<file path="config.mk">
export PLATFORM = sky130hd
export DESIGN_NAME = thread_dispatcher
export DESIGN_NICKNAME = d
export VERILOG_FILES = /design/src/rtl/thread_dispatcher_pkg.sv /design/src/rtl/thread_dispatcher_rr_alloc.sv /design/src/rtl/thread_dispatcher.sv
export SDC_FILE = /design/constraint.sdc
export NUM_CORES = 1
export LEC_CHECK = 0
export BUFFER_PORTS_ARGS = -buffer_cell sky130_fd_sc_hd__buf_2
export CORE_MARGIN = 3
export CORE_UTILIZATION = 25
export DETAILED_ROUTE_END_ITERATION = 10
export SETUP_SLACK_MARGIN = 0.15
export SLEW_MARGIN = 10
export SYNTH_ARGS = -nofsm -noshare
export SYNTH_HDL_FRONTEND = slang
export SYNTH_SLANG_ARGS = --single-unit
</file>
<file path="constraint.sdc">
create_clock -name clk -period 4.54 [get_ports clk]
set_input_delay 0.908 -clock clk [delete_from_list [all_inputs] [get_ports clk]]
set_output_delay 0.908 -clock clk [all_outputs]
set_load 0.005 [all_outputs]
</file>
<file path="src/rtl/thread_dispatcher_pkg.sv">
// Shared types and sizing for the thread dispatcher and its round-robin allocator.
// Thread ids are 3 bits; the value NUM_Threads marks an idle ALU slot.
package thread_dispatcher_pkg;
    localparam int NUM_Threads   = 4;
    localparam int NUM_ALUs      = 4;
    localparam int REFILL_CYCLES = 2;
    localparam int THREAD_IDLE   = NUM_Threads;
    localparam int CNT_W         = $clog2(REFILL_CYCLES + 1);

    typedef logic [2:0]       thread_id_t;
    typedef logic [CNT_W-1:0] cnt_t;
    typedef enum logic [1:0] {STARTUP, RUN, FROZEN} disp_state_t;

    localparam thread_id_t THREAD_IDLE_ID = thread_id_t'(THREAD_IDLE);
    localparam cnt_t       REFILL_CNT     = cnt_t'(REFILL_CYCLES);

    // Compare-based wrap so NUM_Threads need not be a power of two.
    function automatic int wrap_inc(input int t);
        return (t + 1 >= NUM_Threads) ? 0 : t + 1;
    endfunction
endpackage

</file>
<file path="src/rtl/thread_dispatcher_rr_alloc.sv">
// Combinational round-robin scan: eligible threads from i_rr_ptr onward take the lowest free ALUs.
// Zero latency; an eligible thread left without a free ALU simply waits for a later cycle.
module rr_alloc
    import thread_dispatcher_pkg::*;
(
    input  logic [NUM_Threads-1:0]    i_eligible,
    input  logic [NUM_ALUs-1:0]       i_alu_free,
    input  thread_id_t                i_rr_ptr,
    output thread_id_t [NUM_ALUs-1:0] o_assign,
    output thread_id_t                o_rr_next
);
    always_comb begin
        logic [NUM_ALUs-1:0] w_free;
        logic                w_placed;
        logic                w_elig;
        int                  w_tid;
        w_free    = i_alu_free;
        o_assign  = {NUM_ALUs{THREAD_IDLE_ID}};
        o_rr_next = i_rr_ptr;
        w_placed  = 1'b0;
        w_elig    = 1'b0;
        w_tid     = 0;
        for (int k = 0; k < NUM_Threads; k++) begin
            w_tid = int'(i_rr_ptr) + k;
            if (w_tid >= NUM_Threads) begin
                w_tid = w_tid - NUM_Threads;
            end
            w_elig = 1'b0;
            for (int t = 0; t < NUM_Threads; t++) begin
                if (t == w_tid) begin
                    w_elig = i_eligible[t];
                end
            end
            w_placed = 1'b0;
            for (int a = 0; a < NUM_ALUs; a++) begin
                if (w_elig && !w_placed && w_free[a]) begin
                    o_assign[a] = thread_id_t'(w_tid);
                    w_free[a]   = 1'b0;
                    w_placed    = 1'b1;
                end
            end
            // Pointer follows the last thread that actually won an ALU.
            if (w_placed) begin
                o_rr_next = thread_id_t'(wrap_inc(w_tid));
            end
        end
    end
endmodule

</file>
<file path="src/rtl/thread_dispatcher.sv">
// Per-cycle dispatcher sharing NUM_ALUs execute units among NUM_Threads threads in round-robin order.
// One registered stage; busy ALUs, freeze, startup and jump refill windows just leave slots idle.
module thread_dispatcher
    import thread_dispatcher_pkg::*;
(
    input  logic                      clk,
    input  logic                      rst,
    input  logic [NUM_Threads-1:0]    thread_ready,
    input  logic [NUM_Threads-1:0]    jump_en,
    input  logic [NUM_ALUs-1:0]       alu_busy,
    input  logic                      freeze,
    output thread_id_t [NUM_ALUs-1:0] dispatch_threads,
    output logic [NUM_Threads-1:0]    grant_vec,
    output thread_id_t                rr_ptr
);
    disp_state_t               r_state;
    disp_state_t               w_state_next;
    logic                      w_arb_en;
    cnt_t                      r_start_cnt;
    cnt_t [NUM_Threads-1:0]    r_blackout;
    logic [NUM_Threads-1:0]    w_eligible;
    logic [NUM_Threads-1:0]    w_grant;
    logic [NUM_Threads-1:0]    r_grant;
    thread_id_t [NUM_ALUs-1:0] w_assign;
    thread_id_t [NUM_ALUs-1:0] r_disp;
    thread_id_t                w_rr_next;
    thread_id_t                r_rr;

    always_ff @(posedge clk or negedge rst) begin
        if (!rst) r_state <= STARTUP;
        else      r_state <= w_state_next;
    end

    always_comb begin
        w_state_next = r_state;
        w_arb_en     = 1'b0;
        unique case (r_state)
            STARTUP: if (r_start_cnt <= cnt_t'(1)) w_state_next = RUN;
            RUN: begin
                w_arb_en = !freeze;
                if (freeze) w_state_next = FROZEN;
            end
            FROZEN: begin
                w_arb_en = !freeze;
                if (!freeze) w_state_next = RUN;
            end
            default: w_state_next = STARTUP;
        endcase
    end

    // Mirrors ifetch's post-reset refill window; freeze does not stretch it.
    always_ff @(posedge clk or negedge rst) begin
        if (!rst) begin
            r_start_cnt <= REFILL_CNT;
        end else if (r_state == STARTUP && r_start_cnt != '0) begin
            r_start_cnt <= r_start_cnt - cnt_t'(1);
        end
    end

    always_ff @(posedge clk or negedge rst) begin
        if (!rst) begin
            r_blackout <= '0;
        end else begin
            for (int t = 0; t < NUM_Threads; t++) begin
                if (jump_en[t])                r_blackout[t] <= REFILL_CNT;
                else if (r_blackout[t] != '0)  r_blackout[t] <= r_blackout[t] - cnt_t'(1);
            end
        end
    end

    always_comb begin
        w_eligible = '0;
        for (int t = 0; t < NUM_Threads; t++) begin
            w_eligible[t] = thread_ready[t] && !jump_en[t] && (r_blackout[t] == '0);
        end
    end

    rr_alloc u_rr_alloc (
        .i_eligible (w_eligible),
        .i_alu_free (~alu_busy),
        .i_rr_ptr   (r_rr),
        .o_assign   (w_assign),
        .o_rr_next  (w_rr_next)
    );

    always_comb begin
        w_grant = '0;
        for (int t = 0; t < NUM_Threads; t++) begin
            for (int a = 0; a < NUM_ALUs; a++) begin
                if (w_assign[a] == thread_id_t'(t)) w_grant[t] = 1'b1;
            end
        end
    end

    always_ff @(posedge clk or negedge rst) begin
        if (!rst) begin
            r_disp  <= {NUM_ALUs{THREAD_IDLE_ID}};
            r_grant <= '0;
            r_rr    <= '0;
        end else if (w_arb_en) begin
            r_disp  <= w_assign;
            r_grant <= w_grant;
            r_rr    <= w_rr_next;
        end else begin
            r_disp  <= {NUM_ALUs{THREAD_IDLE_ID}};
            r_grant <= '0;
        end
    end

    assign dispatch_threads = r_disp;
    assign grant_vec        = r_grant;
    assign rr_ptr           = r_rr;
endmodule

</file>
==> report_table.html <==
<table>
<tr><th>Metric</th><th>Value</th></tr>
<tr><th colspan="2">Floorplanning</th></tr>
<tr><td>Y dimension of the die</td><td>about 120 um</td></tr>
<tr><td>Starting density of the core</td><td>about a quarter</td></tr>
<tr><td>Area inside the core boundary</td><td>13500 um2</td></tr>
<tr><td>Number of ports placed on the die boundary</td><td>34</td></tr>
<tr><td>Die width</td><td>124 um</td></tr>
<tr><td>Standard-cell row count</td><td>42</td></tr>
<tr><td>Die area</td><td>15400 um2</td></tr>
<tr><th colspan="2">Clock network</th></tr>
<tr><td>TritonCTS buffer count</td><td>5</td></tr>
<tr><td>Clk Latency, worst-skew pair</td><td>280 ps</td></tr>
<tr><td>Maximum count of clock buffers along a single path</td><td>2</td></tr>
<tr><td>H-tree Lvls</td><td>2</td></tr>
<tr><td>CTS tree</td><td>built</td></tr>
<tr><td>Clock sink count</td><td>31</td></tr>
<tr><td>Clock Tree Root</td><td>clkbuf_16</td></tr>
<tr><td>Cts repair resizes</td><td>0</td></tr>
<tr><td># hold bufs at CTS</td><td>0</td></tr>
<tr><td>Clock transition at the registers of the reported paths</td><td>60 ps</td></tr>
<tr><td>Post-CTS setup buffers</td><td>0</td></tr>
<tr><th colspan="2">Status</th></tr>
<tr><td>Status</td><td>finished clean</td></tr>
<tr><th colspan="2">Worst hold path</th></tr>
<tr><td>Beginning of the worst hold path</td><td>r_blackout[5]$_DFFE_PN0P_</td></tr>
<tr><td>Type of the worst min-delay path</td><td>register to register</td></tr>
<tr><td>Hold Path Cell Cnt</td><td>1</td></tr>
<tr><th colspan="2">Power and ir drop</th></tr>
<tr><td>Power per Cell Area</td><td>775 nW/um2</td></tr>
<tr><td>Fraction of power consumed by combinational cells</td><td>73.9%</td></tr>
<tr><td>Overall power consumption</td><td>0.00311 W</td></tr>
<tr><td>Relative contribution of the clock network to total power</td><td>about 13%</td></tr>
<tr><td>Share of total power in sequential cells</td><td>a little over an eighth</td></tr>
<tr><td>Power Internal</td><td>0.00149 W</td></tr>
<tr><td>Leakage power</td><td>1.66 nW</td></tr>
<tr><td>Peak supply drop</td><td>0.000327 V</td></tr>
<tr><td>NetSw</td><td>between 0.0015 and 0.002 W</td></tr>
<tr><td>Fraction of power spent switching nets</td><td>52.1%</td></tr>
<tr><th colspan="2">Cells and area</th></tr>
<tr><td>Non-filler cells in the finished layout</td><td>630</td></tr>
<tr><td>Layout overhead on the synthesized area</td><td>14.7%</td></tr>
<tr><td>Fraction of final layout cells sized beyond drive strength 1</td><td>17.8%</td></tr>
<tr><td>Number of nets in the layout</td><td>500</td></tr>
<tr><td>Antenna diode count</td><td>0</td></tr>
<tr><td>Final Core Density</td><td>29.8%</td></tr>
<tr><td>Filler instances</td><td>1465</td></tr>
<tr><td>Final design area excluding fillers</td><td>roughly 4000 um2</td></tr>
<tr><th colspan="2">Setup path</th></tr>
<tr><td>FF-to-FF Start</td><td>rr_ptr[1]$_DFFE_PN0P_</td></tr>
<tr><td>Startpoint type of the worst setup path</td><td>register</td></tr>
<tr><td>Worst setup EP type</td><td>register</td></tr>
<tr><td>Endpoint required time on the critical path</td><td>4700 ps</td></tr>
<tr><td>Crit path kind</td><td>register to register</td></tr>
<tr><td>Number of cells on the worst reg-to-reg path</td><td>12</td></tr>
<tr><td>Reg-to-reg setup timing slack</td><td>around 530 ps</td></tr>
<tr><td>Crit path from</td><td>rr_ptr[1]$_DFFE_PN0P_</td></tr>
<tr><td>Max FO, Critical Path</td><td>15</td></tr>
<tr><td>Data arrival at the endpoint of the critical path</td><td>4170 ps</td></tr>
<tr><th colspan="2">Drt</th></tr>
<tr><td>Remaining routing DRC violations</td><td>0</td></tr>
<tr><td>Number of DRC markers after the initial detailed-route iteration</td><td>198</td></tr>
<tr><td>Detail Route Antenna Nets</td><td>0</td></tr>
<tr><td>Initial DRT Pass Iterations</td><td>5</td></tr>
<tr><td>WL final</td><td>10200 um</td></tr>
<tr><td>Total vias in the final route</td><td>3433</td></tr>
<tr><td>Number of vias per cell</td><td>5.45</td></tr>
<tr><td>Routed length per instance</td><td>between 15 and 20 um</td></tr>
<tr><th colspan="2">Timing</th></tr>
<tr><td>Setup-failing EPs final</td><td>0</td></tr>
<tr><td>Worst clock skew</td><td>7.51 ps</td></tr>
<tr><td>Worst slew slack as a fraction of its limit</td><td>about 50%</td></tr>
<tr><td>Period utilization</td><td>88.4%</td></tr>
<tr><td>Transition time at the pin with the least slew margin</td><td>roughly 740 ps</td></tr>
<tr><td>Fmax</td><td>249 MHz</td></tr>
<tr><td>Total count of hold-check failures in the final report</td><td>0</td></tr>
<tr><td>Setup repair after global routing missed its margin</td><td>false</td></tr>
<tr><td>Final critical delay including setup and external delays</td><td>4010 ps</td></tr>
<tr><td>Sum of negative setup slack</td><td>0 ps</td></tr>
<tr><td>Final slew viol count</td><td>0</td></tr>
<tr><th colspan="2">Logic synthesis</th></tr>
<tr><td>Dominant cells by area after synthesis</td><td>dfrtp_1 19%, ha_1 11%, dfstp_2 3.8%</td></tr>
<tr><td>Netlist area before placement</td><td>3500 um2</td></tr>
<tr><td>Area share of the leading cell type in the synthesized netlist</td><td>a little under a fifth</td></tr>
<tr><td>Main synth FF type</td><td>dfrtp_1</td></tr>
<tr><td>Count of unique library cells instantiated by Yosys</td><td>82</td></tr>
<tr><td>Warnings, synthesis</td><td>0</td></tr>
<tr><td>Number of synthesized register bits</td><td>31</td></tr>
<tr><td>Number of instances in the synthesized netlist</td><td>approximately 430</td></tr>
<tr><td>Avg Inst Size Synth</td><td>8.17 um2</td></tr>
<tr><td>Sequential area share after synthesis</td><td>22.4%</td></tr>
<tr><td>Post-synth EDFFs</td><td>0</td></tr>
<tr><td>Proportion of register bits with asynchronous set or reset after synthesis</td><td>between 90% and 100%</td></tr>
<tr><td>Post-synth net total</td><td>475</td></tr>
<tr><td>Yosys top cell by area</td><td>dfrtp_1</td></tr>
<tr><th colspan="2">Global route</th></tr>
<tr><td>Sum of overflow across all layers after global routing</td><td>0</td></tr>
<tr><td>Combined global-route utilization of all metal layers</td><td>about an eighth</td></tr>
<tr><td>Initial antenna violation count</td><td>0</td></tr>
<tr><td>Global-route wire length before repair</td><td>approximately 17000 um</td></tr>
<tr><td>Maximum number of pins on one net before global-route repair</td><td>32</td></tr>
<tr><td>Vias in the first global route</td><td>3366</td></tr>
<tr><th colspan="2">Placement</th></tr>
<tr><td>Area after detailed placement</td><td>3840 um2</td></tr>
<tr><td>Dpl hpwl</td><td>7800 um</td></tr>
<tr><td>Number of port buffers</td><td>33</td></tr>
<tr><td>Placed insts</td><td>622</td></tr>
<tr><td>Placer Congestion</td><td>roughly 0.9</td></tr>
<tr><th colspan="2">Job</th></tr>
<tr><td>Maximum Capacitance Violations</td><td>0</td></tr>
</table>
## routing by layer
layer | track usage (%) | part of all wire [%] | up-vias
met5 | 0 | 0 | -
met4 | 5.22 | 2.7 | 0
met3 | 3.00 | 6.2 | 25
met2 | 21.5 | 47 | 117
met1 | 15.9 | 44 | 1649
li1 | - | - | 1642
## per-stage QoR
| step | hold WS, ps | setup slack (ps) |
|---|---|---|
| after global routing | 524 | 347 |
| after CTS | 497 | 603 |
| after floorplan | 462 | 346 |
| final | 495 | 527 |
| after global placement | 473 | 416 |
| after detailed placement | 485 | 437 |
## flip-flops by register name, indices dropped and copies added, names as in the netlist
register and cells:
dispatch_threads 12, r_blackout 8, grant_vec 4, rr_ptr 3, r_start_cnt 2, r_state 2
## worst paths after layout
path                                             end
min reg2reg                r_blackout[5]$_DFFE_PN0P_
max reg2reg                   grant_vec[2]$_DFF_PN0_
max                           grant_vec[2]$_DFF_PN0_
min in group asynchronous     r_state[0]$_DFFE_PN0P_
min                        r_blackout[5]$_DFFE_PN0P_
max in group asynchronous  r_blackout[1]$_DFFE_PN0P_
## cell type report
class                   count  area [um2]  area share, %
clock buffers               6         139           3.46
flip-flops and latches     31         782           19.5
well taps                 176         220           5.49
clock inverters             2        35.0          0.873
repair buffers             43         240           5.99
inverters                  24        90.1           2.25
multi-input cells         348        2500           62.4
## cells by family (layout without fill, tap and decap cells)
kind of cell / Yosys count / count (layout) / synth area share [%]
compound gates: 135 / 135 / 30.8
mux: 6 / 6 / 1.82
flops: 31 / 31 / 22.4
simple gates: 163 / 163 / 24.3
buf+inv: 49 / 75 / 6.01
fa+ha+maj: 32 / 32 / 11.4
xor+xnor: 12 / 12 / 3.22
## layout by cell type, fill, tap and decap left out, types with 3 or more instances in the layout
cell type and instances:
a211o_1 8, a211oi_1 7, a211oi_2 3, a21o_1 3, a21oi_1 22, a21oi_2 3
a221o_1 3, a221oi_1 4, a31oi_1 7, and2_1 12, and3_1 3, and3b_1 5
buf_2 33, buf_4 10, clkbuf_16 5, dfrtp_1 26, dfstp_2 5, ha_1 32
inv_1 23, mux2_2 3, mux2i_1 3, nand2_1 34, nand2b_1 9, nand3_1 23
nand4_1 6, nor2_1 35, nor2b_1 7, nor3_1 10, o211ai_1 6, o21a_1 5
o21ai_0 14, o21ai_1 3, o22ai_1 5, o2bb2ai_1 3, o31ai_1 5, o32ai_1 3
or3_1 3, xnor2_1 6, xor2_1 5
## power groups by stage
stage               clock network, W  registers (W)  logic, W
floorplan                          0       0.000426   0.00169
global placement                   0       0.000414   0.00222
detailed placement                 0       0.000418   0.00226
CTS                         0.000404       0.000415   0.00228
global route                0.000414       0.000426   0.00254
finish                      0.000396       0.000414   0.00230
## Yosys cell counts, types with 3 or more instances
cell,instances
o21ai_1,3
o211ai_1,6
a21o_1,3
o21ai_0,14
a211oi_1,7
mux2_2,3
a21oi_2,3
ha_1,32
a211oi_2,3
xnor2_1,6
a221o_1,3
clkbuf_1,15
o32ai_1,3
a211o_1,8
a21oi_1,22
nand2_1,34
xor2_1,5
nor3_1,10
o2bb2ai_1,3
a221oi_1,4
and2_1,12
nor2b_1,7
nand2b_1,9
dfstp_2,5
a31oi_1,7
o31ai_1,5
or3_1,3
o22ai_1,5
o21a_1,5
dfrtp_1,26
mux2i_1,3
nand4_1,6
buf_4,3
buf_2,5
inv_1,23
and3b_1,5
nor2_1,35
nand3_1,23
and3_1,3
## critical path: stages (launching register included)
cell and delay (ps):
dfrtp_1 390, inv_1 180, buf_4 180, ha_1 350
nor2b_1 310, a32oi_4 130, a21oi_2 620, a211oi_2 180
a221oi_1 340, o21ai_1 150, or3b_1 380, o2bb2ai_1 230
a311o_1 420
(Power assumes the default switching activity.)
